==> config.mk <==
export PLATFORM = sky130hd
export DESIGN_NAME = delay_pulse_gen
export DESIGN_NICKNAME = d
export VERILOG_FILES = /design/src/rtl/delay_pulse_gen.sv
export SDC_FILE = /design/constraint.sdc
export NUM_CORES = 1
export LEC_CHECK = 0
export CAP_MARGIN = 0
export CORE_UTILIZATION = 35
export CTS_CLUSTER_SIZE = 24
export DETAILED_ROUTE_END_ITERATION = 10
export PLACE_DENSITY = 0.59
export SYNTH_ARGS = -nofsm -noshare
export SYNTH_HDL_FRONTEND = slang
export SYNTH_SLANG_ARGS = --single-unit
==> constraint.sdc <==
create_clock -name clk -period 2.5 [get_ports clk]
set_input_delay 0.25 -clock clk [delete_from_list [all_inputs] [get_ports clk]]
set_output_delay 0.25 -clock clk [all_outputs]
set_load 0.02 [all_outputs]
==> src/rtl/delay_pulse_gen.sv <==
// delay_pulse_gen
// Trigger-to-pulse delay generator. When it sees a rising edge on the
// asynchronous trigger, it waits a programmed number of clock cycles and then
// emits a burst of pulses with a programmed width and gap. The configuration
// is captured when the trigger is accepted, so it may be rewritten while a
// burst is running.
//
// Ports
//   clk         oscillator clock, the only clock
//   rst_n       asynchronous active-low reset
//   trig_in     asynchronous trigger, rising edge is the event
//   abort_in    asynchronous abort, level-sensitive once synchronized
//   delay_cfg   cycles from acceptance to first pulse rise (0 = immediate)
//   width_cfg   pulse high width in cycles (0 treated as 1)
//   gap_cfg     low gap between burst pulses in cycles (0 treated as 1)
//   burst_cfg   pulses per trigger (0 treated as 1)
//   pulse_out   registered output pulse
//   busy        high from acceptance until burst end or abort
//   done        one-cycle strobe at normal burst completion
//   missed_cnt  saturating count of trigger edges ignored while busy

module delay_pulse_gen #(
    parameter int CNT_W       = 16,
    parameter int BURST_W     = 8,
    parameter int SYNC_STAGES = 2
) (
    input  logic               clk,
    input  logic               rst_n,
    input  logic               trig_in,
    input  logic               abort_in,
    input  logic [CNT_W-1:0]   delay_cfg,
    input  logic [CNT_W-1:0]   width_cfg,
    input  logic [CNT_W-1:0]   gap_cfg,
    input  logic [BURST_W-1:0] burst_cfg,
    output logic               pulse_out,
    output logic               busy,
    output logic               done,
    output logic [7:0]         missed_cnt
);

    typedef enum logic [1:0] {
        IDLE,
        DELAY,
        PULSE,
        GAP
    } state_t;

    localparam logic [CNT_W-1:0]   CNT_ONE   = CNT_W'(1);
    localparam logic [BURST_W-1:0] BURST_ONE = BURST_W'(1);

    state_t state;
    state_t state_next;

    logic [SYNC_STAGES-1:0] trig_sync;
    logic [SYNC_STAGES-1:0] abort_sync;
    logic                   trig_hist;
    logic                   abort_hist;
    logic                   rise;
    logic                   abort_act;

    logic [CNT_W-1:0]   cnt;
    logic [CNT_W-1:0]   cnt_next;
    logic [CNT_W-1:0]   width_lat;
    logic [CNT_W-1:0]   width_next;
    logic [CNT_W-1:0]   gap_lat;
    logic [CNT_W-1:0]   gap_next;
    logic [BURST_W-1:0] remain;
    logic [BURST_W-1:0] remain_next;
    logic               done_next;

    logic [CNT_W-1:0]   width_eff;
    logic [CNT_W-1:0]   gap_eff;
    logic [BURST_W-1:0] burst_eff;

    // Trigger and abort synchronizers. The extra flop after each chain gives
    // the trigger its edge-detect history and gives the abort one further
    // stage of settling before it acts on the FSM.
    always_ff @(posedge clk or negedge rst_n) begin
        if (!rst_n) begin
            trig_sync  <= '0;
            abort_sync <= '0;
            trig_hist  <= 1'b0;
            abort_hist <= 1'b0;
        end else begin
            trig_sync  <= {trig_sync[SYNC_STAGES-2:0], trig_in};
            abort_sync <= {abort_sync[SYNC_STAGES-2:0], abort_in};
            trig_hist  <= trig_sync[SYNC_STAGES-1];
            abort_hist <= abort_sync[SYNC_STAGES-1];
        end
    end

    assign rise      = trig_sync[SYNC_STAGES-1] & ~trig_hist;
    assign abort_act = abort_hist;

    assign width_eff = (width_cfg == '0) ? CNT_ONE   : width_cfg;
    assign gap_eff   = (gap_cfg   == '0) ? CNT_ONE   : gap_cfg;
    assign burst_eff = (burst_cfg == '0) ? BURST_ONE : burst_cfg;

    always_ff @(posedge clk or negedge rst_n) begin
        if (!rst_n) begin
            state     <= IDLE;
            cnt       <= '0;
            width_lat <= '0;
            gap_lat   <= '0;
            remain    <= '0;
            pulse_out <= 1'b0;
            busy      <= 1'b0;
            done      <= 1'b0;
        end else begin
            state     <= state_next;
            cnt       <= cnt_next;
            width_lat <= width_next;
            gap_lat   <= gap_next;
            remain    <= remain_next;
            pulse_out <= (state_next == PULSE);
            busy      <= (state_next != IDLE);
            done      <= done_next;
        end
    end

    // Every active state loads its counter with a value of at least 1 and
    // leaves when the counter reads 1, so a count of N holds the state for
    // exactly N cycles.
    always_comb begin
        state_next  = state;
        cnt_next    = cnt;
        width_next  = width_lat;
        gap_next    = gap_lat;
        remain_next = remain;
        done_next   = 1'b0;

        case (state)
            IDLE: begin
                if (rise && !abort_act) begin
                    width_next  = width_eff;
                    gap_next    = gap_eff;
                    remain_next = burst_eff;
                    if (delay_cfg != '0) begin
                        state_next = DELAY;
                        cnt_next   = delay_cfg;
                    end else begin
                        state_next = PULSE;
                        cnt_next   = width_eff;
                    end
                end
            end
            DELAY: begin
                if (cnt == CNT_ONE) begin
                    state_next = PULSE;
                    cnt_next   = width_lat;
                end else begin
                    cnt_next = cnt - CNT_ONE;
                end
            end
            PULSE: begin
                if (cnt == CNT_ONE) begin
                    if (remain > BURST_ONE) begin
                        state_next  = GAP;
                        cnt_next    = gap_lat;
                        remain_next = remain - BURST_ONE;
                    end else begin
                        state_next = IDLE;
                        done_next  = 1'b1;
                    end
                end else begin
                    cnt_next = cnt - CNT_ONE;
                end
            end
            GAP: begin
                if (cnt == CNT_ONE) begin
                    state_next = PULSE;
                    cnt_next   = width_lat;
                end else begin
                    cnt_next = cnt - CNT_ONE;
                end
            end
            default: begin
                state_next = IDLE;
            end
        endcase

        // Abort overrides any transition, including a normal completion.
        if ((state != IDLE) && abort_act) begin
            state_next = IDLE;
            done_next  = 1'b0;
        end
    end

    // A trigger edge seen while not idle is dropped. This includes the cycle
    // in which the burst finishes.
    always_ff @(posedge clk or negedge rst_n) begin
        if (!rst_n) begin
            missed_cnt <= 8'd0;
        end else if (rise && (state != IDLE) && (missed_cnt != 8'hFF)) begin
            missed_cnt <= missed_cnt + 8'd1;
        end
    end

endmodule

Yosys cells after proc, flatten, opt, wreduce, memory -nomap -nowiden
Index checks and enable logic that the tools add are counted.
Widths: inputs -> output; s select.
{"block": "totals", "ff_bits": 75, "in_bits": 60}
{"block": "classes", "add_sub_neg": 3, "order_cmp": 1, "eq_ne": 10, "muxes": 24, "bitwise": 2, "reduce_logical": 17}
{"operator": "$mux 16", "count": 7}
{"operator": "$pmux 16 s3", "count": 1}
{"operator": "$logic_not 16->1", "count": 2}
{"operator": "$mux 8", "count": 4}
{"operator": "$eq 16x1->1 const B", "count": 1}
{"operator": "$pmux 8 s2", "count": 1}
{"operator": "$reduce_bool 16->1", "count": 1}
{"operator": "$sub 16x1->16 const B", "count": 1}
{"operator": "$mux 2", "count": 6}
{"operator": "$add 8x1->8 const B", "count": 1}
{"operator": "$gt 8x1->1 const B", "count": 1}
{"operator": "$logic_not 8->1", "count": 1}
{"operator": "$ne 8x8->1 const B", "count": 1}
{"operator": "$sub 8x1->8 const B", "count": 1}
{"operator": "$eq 2x2->1 const B", "count": 3}
{"operator": "$ne 2x2->1 const B", "count": 3}
{"operator": "$pmux 2 s3", "count": 1}
{"operator": "$reduce_bool 2->1", "count": 3}
{"operator": "$logic_and 1x1->1", "count": 4}
{"operator": "$mux 1", "count": 4}
{"operator": "$reduce_and 2->1", "count": 2}
{"operator": "$reduce_and 4->1", "count": 1}
{"operator": "$ne 3x3->1 const B", "count": 1}
{"operator": "$eq 2x1->1 const B", "count": 1}
{"operator": "5 further kinds", "count": 5}

Depth between registers and ports, before layout
{"block": "logic_depth", "ltp_word": 7, "depth_mapped": 8, "mapped_depth_nobuf": 7}

Least setup slack after synthesis
No wires, ideal clock.
{"block": "synth_path", "kind": "register -> register", "start": "register cnt[10]", "end": "register cnt[8]", "setup_time_ps": 126, "arrival_ps": 2119, "required_ps": 2374, "setup_slack_ps": 255, "path_stages_with_launch": 7, "period_less_slack_ps": 2245, "cell_sequence": "dfrtp_1 > buf_6 > or4_1 > nor4_4 > a31o_4 > o21ai_0 > a221o_1"}
{"block": "synth_between", "elab_chain_cells": 3, "word_cells_on_any_way": 6, "cone_classes": "2 x eq/ne; 3 x mux; 1 x reduce/logical"}
{"item": "start, declared", "line_no": "61", "rtl": "logic [CNT_W-1:0] cnt;"}
{"item": "start signal, assigned", "line_no": "111", "rtl": "cnt <= cnt_next;"}
{"item": "$eq 16x1->1 *", "line_no": "148, 156, 170"}
{"item": "$mux 16 (tied with other cells)", "line_no": "148, 170"}
{"item": "$pmux 16 s3 / $reduce_and 2->1 (equally long branches)"}
Every way passes the cells marked *; elsewhere a longest branch is shown, timed or not.
A chain may end at the register's enable or synchronous reset.

Worst setup path in the final report
{"block": "layout_path", "start": "register remain[5]", "end": "register cnt[12]"}
{"block": "layout_between", "elab_chain_cells": 3}
{"item": "start, declared", "line_no": "67", "rtl": "logic [BURST_W-1:0] remain;"}
{"item": "start signal, assigned", "line_no": "114", "rtl": "remain <= remain_next;"}
{"item": "$gt 8x1->1", "line_no": "157", "rtl": "if (remain > BURST_ONE) begin"}
{"item": "$ne 3x3->1 (no source line)"}
{"item": "$reduce_and 2->1 (no source line)"}
No other way between the ends.

==> run summary <==
The share of layout cells above drive strength 1 was 21.0%. Reg-to-reg critical path endpoint: cnt[12]. The total negative setup slack is 0 ns, and the wire length of the first global-routing pass is 21.6 mm.

The tools report the launching point of the worst reg2reg path as remain[5]. Buffers inserted to repair hold after CTS numbered 0. The average via count per standard cell is 5.92, and the total nets after synthesis is 495. The die is 113 µm tall.

The number of cell rows is 40. The number of antenna violations at the first check in global routing came out at 0. For this run the aggregate overflow at the end of global routing stands at 0. The power share of the sequential group was 38.7%. The final RePlAce weighted congestion is 0.869, and the die area is 12,800 µm². After legalization and detailed placement, the total HPWL measured 9.87 mm.

The most frequently used flop master after synthesis is sky130_fd_sc_hd__dfrtp_1. In this run the power density over the cells is 790 nW/µm². In this run the standard cell core region covers 12,000 µm². The top fanout value on the critical path was 7. Synthesis produced 430 cells. The total of endpoints with negative setup slack in the final report is 0. Of all flip-flops after synthesis, the portion carrying an async set or reset was 100%.

The ratio of final minimum period to clock period was 95.5%. For the length of routed met2 wiring, the log shows 6.29 mm. The startpoint type of the worst setup path was a register. STA classifies the critical path endpoint as a register. The portion of total power attributed to the clock network came out at 30.5%. The global-route usage over all layers was 21.8%; the number of cells on the worst reg-to-reg path was 6. The timing-limited maximum frequency came out at 419 MHz. The internal power of the cells totals 2.99 mW. Each instance of the synthesized netlist takes up on average 10.0 µm². The area added between synthesis and finish is 31.4%, and the DRC violations left is 0. The worst setup slack for register-to-register paths was 0.11 ns.

The yosys synthesis warning count is 0. Setup repair after global routing left no endpoint under its margin. In the final routed layout, each cell accounts on average for 19.5 µm.

Counting along the longest clock path gives a buffer depth of 2. The floorplan die width is 113 µm, and the worst-margin pin slew is 0.957 ns. The cell area reported after detailed placement is 5350 µm².

The static leakage is 2.30 nW, and the count of buffers inserted at the top-level ports is 70. Across all setup checks in the final design, the least slack found is 0.114 ns. The maximum number of pins on one net before global-route repair is 76, and the relative max-transition margin is 36.2%. The tools report the cell area after synthesis as 4320 µm². The run gives 5.96 mm as the length of routed wiring on met1. The required time of the critical path was 2.72 ns. In this run the top signal layer used is met4. At the placement stage, the worst setup path has a slack of 0.130 ns.

The number of synthesized flops with an enable pin is 0. The I/O pin count is 71, and the total routed wirelength is 13.2 mm. For the clock network latency to the later pin of the worst-skew pair, the log shows 0.34 ns. The total number of clock tree sinks is 75. The analysis attributes to net switching a power of 1.49 mW.

Excluding fillers, the count of instances in the completed layout stands at 676. The tree is rooted in a sky130_fd_sc_hd__clkbuf_16. The detail route stage leaves a number of antenna-violating nets equal to 0.

The run finished with clean final reports. For the max-slew violation count, the log shows 0. The completed layout was analyzed and its total power is 4.48 mW.

The routed design uses 529 µm of met3 wire. The post-route standard cell area excluding fillers was 5670 µm². Of the total power, combinational logic draws 30.8%. Counting the buffers created by CTS gives 9. The post-layout net count was 589. Once the floorplan was initialized, standard cells occupied 35.9% of the core.

The setup skew after layout is 0.00833 ns. Number of DRC violations after detailed-routing iteration 0: 234. The number of hold violations in the final report came out at 0. TritonCTS built the clock tree. The via count of the first global-routing pass was 4,037.

Time the final worst path needs with I/O delays and setup: 2.39 ns. The pre-antenna-repair detailed-routing pass consisted of 4 iterations. The number of placed instances, taps included, is 660.

The tools report the worst-case vdd ir drop as 0.000497 V. The path category of the worst min-delay check was primary input to asynchronous set/reset pin. Yosys mapped the design onto 67 distinct sky130hd cell types. The tools report the data arrival time of the worst path as 2.61 ns. Max-cap violations in this run came to 0. The final route contains 3,999 vias.

For the number of antenna repair diodes, the log shows 0. Synthesis inferred 75 register bits. After synthesis, flip-flops and latches occupy 43.5% of the total area. Clock-pin slew was measured on the worst setup and hold paths at 0.06 ns. The switching fraction of total power is 33.3%, and the level count of the clock H-tree is 3. By startpoint and endpoint, the worst setup path is classified as register to register.

Filler cell count: 1,173.
## flip-flops by register name, summed over array words and instances (netlist names)
signal      count
trig_hist       1
missed_cnt      8
trig_sync       2
width_lat      16
gap_lat        16
pulse_out       1
cnt            16
done            1
abort_sync      2
state           2
busy            1
remain          8
abort_act       1
## synthesized netlist by cell type, types with 6 or more instances
master                      n  area (µm²)
sky130_fd_sc_hd__a211oi_1   6        45.0
sky130_fd_sc_hd__clkbuf_1  17        63.8
sky130_fd_sc_hd__nor2_1    19        71.3
sky130_fd_sc_hd__nor4_1    16         100
sky130_fd_sc_hd__o22ai_1   12        75.1
sky130_fd_sc_hd__xnor2_1    7        61.3
sky130_fd_sc_hd__dfrtp_1   75        1880
sky130_fd_sc_hd__nand2_1   22        82.6
sky130_fd_sc_hd__a21oi_1   33         165
sky130_fd_sc_hd__a21o_1     9        67.6
sky130_fd_sc_hd__mux2_2    31         349
sky130_fd_sc_hd__o21ai_0   27         135
sky130_fd_sc_hd__nor3_1    15        75.1
sky130_fd_sc_hd__inv_1     13        48.8
sky130_fd_sc_hd__nand4_1    8        50.1
## critical path: stages (launching register included)
cell and delay, ns:
sky130_fd_sc_hd__dfrtp_1 0.42, sky130_fd_sc_hd__or4_2 0.70, sky130_fd_sc_hd__nor4_4 0.22, sky130_fd_sc_hd__buf_4 0.19, sky130_fd_sc_hd__a31o_4 0.21, sky130_fd_sc_hd__nand2_1 0.20, sky130_fd_sc_hd__o221a_2 0.33
## cell families (layout without fill, tap and decap cells)
kind of cell	Yosys count	count (layout)	synth area share, %
AO/OA/AOI/OAI	141	141	22.8
AND/OR/NAND/NOR	126	126	17.3
flip-flops	75	75	43.5
buffers and inverters	42	141	4.87
multiplexers	31	31	8.09
XOR/XNOR	10	10	2.03
adder cells (fa/ha/maj)	5	5	1.45
## final cells by class
cell class / instances / area (µm²) / share of cell area (%)
Tap cell: 147 / 184 / 3.24
Clock buffer: 10 / 239 / 4.22
Multi-Input combinational cell: 313 / 2230 / 39.4
Timing Repair Buffer: 112 / 1010 / 17.9
Sequential cell: 75 / 1880 / 33.1
Clock inverter: 6 / 73.8 / 1.30
Inverter: 13 / 48.8 / 0.861
## timing repair
action,4_1_cts,5_1_grt
setup buffers,0,0
endpoints found under the setup margin,0,9
gates resized for setup,0,1
## metal layers
layer,up-vias,GRT usage [%]
met5,-,0
met4,0,8.60
li1,1839,-
met1,2012,29.5
met2,121,34.4
met3,27,4.02
## cells in the final DEF, fill, tap and decap left out, types with 8 or more instances in the layout
cell | synthesis | layout
sky130_fd_sc_hd__nor2_1 | 19 | 19
sky130_fd_sc_hd__nand4_1 | 8 | 8
sky130_fd_sc_hd__buf_4 | 0 | 43
sky130_fd_sc_hd__clkbuf_16 | 0 | 9
sky130_fd_sc_hd__nor4_1 | 16 | 16
sky130_fd_sc_hd__clkdlybuf4s50_1 | 0 | 69
sky130_fd_sc_hd__inv_1 | 13 | 13
sky130_fd_sc_hd__dfrtp_1 | 75 | 75
sky130_fd_sc_hd__a21o_1 | 9 | 9
sky130_fd_sc_hd__nand2_1 | 22 | 22
sky130_fd_sc_hd__o22ai_1 | 12 | 12
sky130_fd_sc_hd__mux2_2 | 31 | 31
sky130_fd_sc_hd__a21oi_1 | 33 | 33
sky130_fd_sc_hd__nor3_1 | 15 | 15
sky130_fd_sc_hd__o21ai_0 | 27 | 27
## power by group through the flow
stage / logic, mW / registers [mW] / clock network (mW)
finish: 1.38 / 1.74 / 1.36
global route: 1.51 / 1.78 / 1.43
global placement: 1.35 / 1.74 / 0
detailed placement: 1.37 / 1.75 / 0
floorplan: 0.782 / 1.75 / 0
CTS: 1.38 / 1.73 / 1.38
## how the worst max path moves through the flow
stage                            start       to  slack, ns  cells after the start
after floorplan                cnt[10]   cnt[8]       0.25                      6
after global placement          cnt[1]  cnt[11]       0.16                     10
after detailed placement  delay_cfg[0]  cnt[11]       0.13                      8
after CTS                    remain[5]  cnt[12]       0.12                      6
after global routing            cnt[1]  cnt[12]      0.007                      7
final                        remain[5]  cnt[12]       0.11                      6
## per-stage QoR
step           hold WS, ns  utilization (%)
3_3_place_gp         0.334             44.6
4_1_cts              0.116             47.2
3_5_place_dp         0.339             44.6
6_report            0.0618             47.2
5_1_grt              0.148             47.2
2_1_floorplan      -0.0456                -
No activity file was read; power rests on OpenSTA's default activity.
